**config.mk**
```make
export PLATFORM = sky130hd
export DESIGN_NAME = inv_reg_chain_flat
export DESIGN_NICKNAME = d
export VERILOG_FILES = /design/src/rtl/inv_reg_chain_pkg.sv /design/src/rtl/inv_reg_chain_if.sv /design/src/rtl/inv_reg_chain_stage.sv /design/src/rtl/inv_reg_chain.sv /design/src/flat_wrapper.sv
export SDC_FILE = /design/constraint.sdc
export NUM_CORES = 1
export LEC_CHECK = 0
export CORE_ASPECT_RATIO = 1.4
export CORE_MARGIN = 1
export CORE_UTILIZATION = 39
export DETAILED_ROUTE_END_ITERATION = 6
export PLACE_DENSITY = 0.85
export SLEW_MARGIN = 20
export SYNTH_ARGS = -nofsm -noshare
export SYNTH_HDL_FRONTEND = slang
export SYNTH_SLANG_ARGS = --single-unit
```
**constraint.sdc**
```tcl
create_clock -name clk -period 1.1 [get_ports clk]
set_input_delay 0.22 -clock clk [delete_from_list [all_inputs] [get_ports clk]]
set_output_delay 0.22 -clock clk [all_outputs]
set_load 0.01 [all_outputs]
```
**src/rtl/inv_reg_chain_pkg.sv**
```systemverilog
// Shared types and defaults for the inversion register chain.
package inv_reg_pkg;

  localparam int INV_M = 16;
  localparam int INV_D = 4;

  typedef enum logic [2:0] {
    OP_HOLD  = 3'd0,
    OP_FLUSH = 3'd1,
    OP_INIT  = 3'd2,
    OP_ROT   = 3'd3,
    OP_SHIFT = 3'd4
  } op_t;

  function automatic int fill_w(input int d);
    return $clog2(d + 1);
  endfunction

endpackage

```
**src/rtl/inv_reg_chain_if.sv**
```systemverilog
// Control, data and status bundle between the inversion datapath and the register chain.
interface inv_reg_chain_if
  import inv_reg_pkg::*;
#(
  parameter int M = INV_M,
  parameter int D = INV_D
);

  localparam int TW = $clog2(D);
  localparam int FW = fill_w(D);

  logic            flush;
  logic            en;
  logic            init;
  logic            rot;
  logic [M-1:0]    reg_in;
  logic [M-1:0]    reg_init;
  logic [TW-1:0]   tap_sel;
  logic [M*D-1:0]  reg_out;
  logic [M-1:0]    tap_out;
  logic [FW-1:0]   fill_cnt;
  logic            full;

  modport master (
    output flush, en, init, rot, reg_in, reg_init, tap_sel,
    input  reg_out, tap_out, fill_cnt, full
  );

  modport slave (
    input  flush, en, init, rot, reg_in, reg_init, tap_sel,
    output reg_out, tap_out, fill_cnt, full
  );

endinterface

```
**src/rtl/inv_reg_chain_stage.sv**
```systemverilog
// One M-bit chain stage: async active-low reset, synchronous clear, load enable.
module inv_reg_stage #(
  parameter int M = 16
) (
  input  logic         clk,
  input  logic         rst,
  input  logic         clr,
  input  logic         ld,
  input  logic [M-1:0] d,
  output logic [M-1:0] q
);

  // Stage register; clear outranks load.
  always_ff @(posedge clk or negedge rst) begin
    if (!rst) begin
      q <= '0;
    end else if (clr) begin
      q <= '0;
    end else if (ld) begin
      q <= d;
    end else begin
      q <= q;
    end
  end

endmodule

```
**src/rtl/inv_reg_chain.sv**
```systemverilog
// D-stage M-bit shift chain with flush, fill tracking and tap read.
// Rotate mode is built only when INV_REG_CHAIN_ROT_EN is defined.
module inv_reg_chain
  import inv_reg_pkg::*;
#(
  parameter int M = INV_M,
  parameter int D = INV_D
) (
  input logic            clk,
  input logic            rst,
  inv_reg_chain_if.slave bus
);

  localparam int FW = fill_w(D);

  op_t             op;
  logic [M-1:0]    stage [D];
  logic [FW-1:0]   fill_cnt;
  logic [M-1:0]    tap;
  logic            clr;
  logic            ld;
  logic            full;

`ifndef INV_REG_CHAIN_ROT_EN
  logic unused_rot;
  assign unused_rot = bus.rot;
`endif

  // Decode the per-cycle operation once for every stage.
  always_comb begin
    op = OP_HOLD;
    if (bus.flush) begin
      op = OP_FLUSH;
    end else if (bus.en && bus.init) begin
      op = OP_INIT;
`ifdef INV_REG_CHAIN_ROT_EN
    end else if (bus.en && bus.rot) begin
      op = OP_ROT;
`endif
    end else if (bus.en) begin
      op = OP_SHIFT;
    end else begin
      op = OP_HOLD;
    end
  end

  assign clr = (op == OP_FLUSH);
  assign ld  = (op == OP_INIT) || (op == OP_ROT) || (op == OP_SHIFT);

  for (genvar k = 0; k < D; k++) begin : g_stage
    logic [M-1:0] d;

    if (k == 0) begin : g_head
      // Stage 0 takes the seed, the wrapped tail, or the new element.
      always_comb begin
        d = bus.reg_in;
        case (op)
          OP_INIT: d = bus.reg_init;
`ifdef INV_REG_CHAIN_ROT_EN
          OP_ROT:  d = stage[D-1];
`endif
          default: d = bus.reg_in;
        endcase
      end
    end else begin : g_body
      // Later stages take their predecessor, or zero on a re-seed.
      always_comb begin
        if (op == OP_INIT) begin
          d = '0;
        end else begin
          d = stage[k-1];
        end
      end
    end

    inv_reg_stage #(.M(M)) u_stage (
      .clk (clk),
      .rst (rst),
      .clr (clr),
      .ld  (ld),
      .d   (d),
      .q   (stage[k])
    );

    assign bus.reg_out[k*M +: M] = stage[k];
  end

  assign full = (fill_cnt == FW'(D));

  // Fill count saturates at D on shifts; rotate and hold leave it alone.
  always_ff @(posedge clk or negedge rst) begin
    if (!rst) begin
      fill_cnt <= '0;
    end else begin
      case (op)
        OP_FLUSH: fill_cnt <= '0;
        OP_INIT:  fill_cnt <= FW'(1);
        OP_SHIFT: fill_cnt <= full ? fill_cnt : (fill_cnt + FW'(1));
        default:  fill_cnt <= fill_cnt;
      endcase
    end
  end

  // Tap read; selectors past the last stage read as zero.
  always_comb begin
    tap = '0;
    if (int'(bus.tap_sel) < D) begin
      tap = stage[bus.tap_sel];
    end else begin
      tap = '0;
    end
  end

  assign bus.tap_out  = tap;
  assign bus.fill_cnt = fill_cnt;
  assign bus.full     = full;

endmodule

```
**src/flat_wrapper.sv**
```systemverilog
// flat-port wrapper written by rule: the top's interface ports become plain ports
module inv_reg_chain_flat import inv_reg_pkg::*;
#(
  parameter int M = INV_M,
  parameter int D = INV_D
)
  (clk, rst, bus_flush, bus_en, bus_init, bus_rot, bus_reg_in, bus_reg_init, bus_tap_sel, bus_reg_out, bus_tap_out, bus_fill_cnt, bus_full);
  inv_reg_chain_if #(.M(M), .D(D)) bus_i ();
  input logic clk;
  input logic rst;
  input wire logic [$bits(bus_i.flush)-1:0] bus_flush;
  input wire logic [$bits(bus_i.en)-1:0] bus_en;
  input wire logic [$bits(bus_i.init)-1:0] bus_init;
  input wire logic [$bits(bus_i.rot)-1:0] bus_rot;
  input wire logic [$bits(bus_i.reg_in)-1:0] bus_reg_in;
  input wire logic [$bits(bus_i.reg_init)-1:0] bus_reg_init;
  input wire logic [$bits(bus_i.tap_sel)-1:0] bus_tap_sel;
  output wire logic [$bits(bus_i.reg_out)-1:0] bus_reg_out;
  output wire logic [$bits(bus_i.tap_out)-1:0] bus_tap_out;
  output wire logic [$bits(bus_i.fill_cnt)-1:0] bus_fill_cnt;
  output wire logic [$bits(bus_i.full)-1:0] bus_full;
  assign bus_i.flush = bus_flush;
  assign bus_i.en = bus_en;
  assign bus_i.init = bus_init;
  assign bus_i.rot = bus_rot;
  assign bus_i.reg_in = bus_reg_in;
  assign bus_i.reg_init = bus_reg_init;
  assign bus_i.tap_sel = bus_tap_sel;
  assign bus_reg_out = bus_i.reg_out;
  assign bus_tap_out = bus_i.tap_out;
  assign bus_fill_cnt = bus_i.fill_cnt;
  assign bus_full = bus_i.full;
  inv_reg_chain #(.M(M), .D(D)) u_core (.clk(clk), .rst(rst), .bus(bus_i));
endmodule
```
==> metrics.txt <==
status finished with violations; failing checks setup timing; Tot Pwr 5.99 mW; design area 6100 um2; FF-to-FF path depth 6; Routed WL 14500 um; CTS Root Cell clkbuf_8; H-Tree Depth 3; synth unique cells 25; insertion delay to the later sink of the worst-skew pair 350 ps; TritonCTS buffer count 9; hold_ws 423 ps; largest area contributor in the netlist dfrtp_1; hold depth 4; HPWL after DPL 6980 um; Register Area 1680 um2; Final Hold Vio Count 0; Setup Viol. Count Final 94; ys async rst share 100%; Die Wd 78.1 um; Die Y 108 um; crit end category output port; Post-Layout Cell Count 578; Starting Density 40.5%; layout cells sized above 1 57.1%; DRT Pass-1 Iters 5; Leak Pwr 3.00 nW; DRC 0; post-route ant nets 0; Synth Register Bits 67; Worst Path Max Fanout 2; fin worst setup slack -578 ps; FMAX 596 MHz; wire per inst 25.1 um; crit path DAT 1460 ps; initial antenna violation count 0; YS warnings 0; max_cap viols 0; Tmin final 1680 ps; first-pass GRT wire length 18300 um; quantity of I/O buffers inserted on ports 122; CP Launch Type flip-flop; Most used DFF post-synth dfrtp_1; Slew Viols, Final 0; DIE AREA 8470 um2; CTS tree yes; placed cell count 502; Synth Instances 220; CP Data Required Time 880 ps; Synth Net Count 262; hold crit path type in -> reg; vias 3393; RSZ-0062 raised after global routing yes; EDFF count, synth 0; largest net degree at the start of global routing 68; Clock Sinks 67; Via density 5.87; most frequent cell after synthesis dfrtp_1; sequential area share after synthesis 53.1%; row count 38; core region area 7800 um2; vias in the first global route 3242; share of the synthesized area in the top cell type 53.1%; Clock Skew 18.6 ps; reg-to-reg slack, setup -210 ps; antenna diode count 0; TNS Setup -19620 ps; Post-synth top cells dfrtp_1, a22o_1, a211oi_1; Filler cells 445; Reg-to-Reg End u_core.bus.fill_cnt[1]; FF-to-FF Start u_core.bus.fill_cnt[1]; Area Growth Syn to Fin 93.1%; Worst-path clk slew 80 ps; final net count 516; post-synthesis cell area 3160 um2; RePlAce Congestion 0.890; Crit Path Category reg -> out; CTS max path bufs 2; Overflow after GRT 0; worst hold endpoint u_core.g_stage[0].u_stage.q[2]; IO Pins 124; Tightest Pin Transition 809 ps; syn_area_per_cell 14.4 um2; synth top area cells dfrtp_1, a22o_1, mux4_1; pwr/cell area 982 nW/um2; drt first-iter violations 339; worst ir drop on vdd 0.000787 V; Worst slew margin 46.0%; worst min-delay path startpoint bus_en; GRT Total Usage 29.4%; placed cell area 4990 um2; period utilisation layout 153%; multi-input logic area 1340 um2
[worst max path at each step]
stage / startpoint / end / slack [ps] / depth (start not counted)
2_1_floorplan: bus_tap_sel[0] / bus_tap_out[10] / -100 / 3
5_1_grt: u_core.g_stage[3].u_stage.q[9] / bus_tap_out[9] / -580 / 2
3_3_place_gp: bus_tap_sel[0] / bus_tap_out[15] / -1090 / 4
3_5_place_dp: bus_tap_sel[0] / bus_tap_out[0] / -1120 / 4
6_report: u_core.g_stage[2].u_stage.q[2] / bus_tap_out[2] / -580 / 2
4_1_cts: u_core.g_stage[3].u_stage.q[0] / bus_tap_out[0] / -500 / 2
[layout make-up]
type | count | area share, %
Multi-Input combinational cell | 131 | 21.9
Inverter | 3 | 0.185
Clock inverter | 2 | 0.574
Timing Repair Buffer | 262 | 45.2
Clock buffer | 13 | 2.60
Sequential cell | 67 | 27.5
Tap cell | 100 | 2.05
[critical path: stages, from the launching register on]
cell	delay, ps
dfrtp_1	440
mux4_2	510
buf_2	160
[sequential cells by signal (all words and copies together) (netlist names)]
register / flops
u_core.g_stage.u_stage.q: 64
u_core.bus.fill_cnt: 3
[cells by family after synthesis]
| logic type | count (synthesis) | synth area share [%] |
|---|---|---|
| AO/OA/AOI/OAI | 70 | 18.5 |
| adder cells (fa/ha/maj) | 2 | 0.792 |
| buffers and inverters | 25 | 6.02 |
| flip-flops | 67 | 53.1 |
| multiplexers | 32 | 17.9 |
| AND/OR/NAND/NOR | 24 | 3.76 |
[power breakdown]
group	total (mW)	switching, mW	internal, mW
sequential	2.60	0.0736	2.53
combinational	1.25	0.558	0.696
clock	2.14	0.979	1.16
total	5.99	1.61	4.38
[metal layers]
metal	wire length [um]	up-vias	share of wire (%)	track usage, %
met5	0	-	0	0
met4	600	0	4.1	11.2
met3	990	55	6.8	5.57
met2	7530	243	52	51.4
met1	5360	1725	37	35.9
li1	-	1370	-	-
[layout by cell type (no fill, tap or decap), types with 2 or more instances in the layout]
cell type,synthesis,final
a22o_1,48,48
clkbuf_8,0,11
mux4_2,4,16
dfrtp_1,67,67
nor2_4,1,3
nor2_1,16,15
clkbuf_1,4,2
mux2i_1,16,16
buf_6,9,162
clkdlybuf4s50_1,0,32
nor2_2,1,3
inv_2,0,2
buf_12,1,5
buf_2,7,7
ha_4,0,2
a211oi_1,17,16
buf_4,1,48
dlygate4sd2_1,0,2
[through the flow]
step | utilization, % | worst slack (ps)
finish | 78.3 | -578
global route | 78.3 | -579
global placement | 64.0 | -1090
floorplan | - | -102
CTS | 72.7 | -501
detailed placement | 64.0 | -1120
[what timing repair did]
item | CTS | global route
pin swaps | 6 | 5
endpoints found under the setup margin | 148 | 137
buffers inserted | 36 | 58
hold buffers | 1 | 0
cloned | 4 | 1
resized for setup | 502 | 59
endpoints found under the hold margin | 67 | 0
Power figures use the tool's default switching activity.
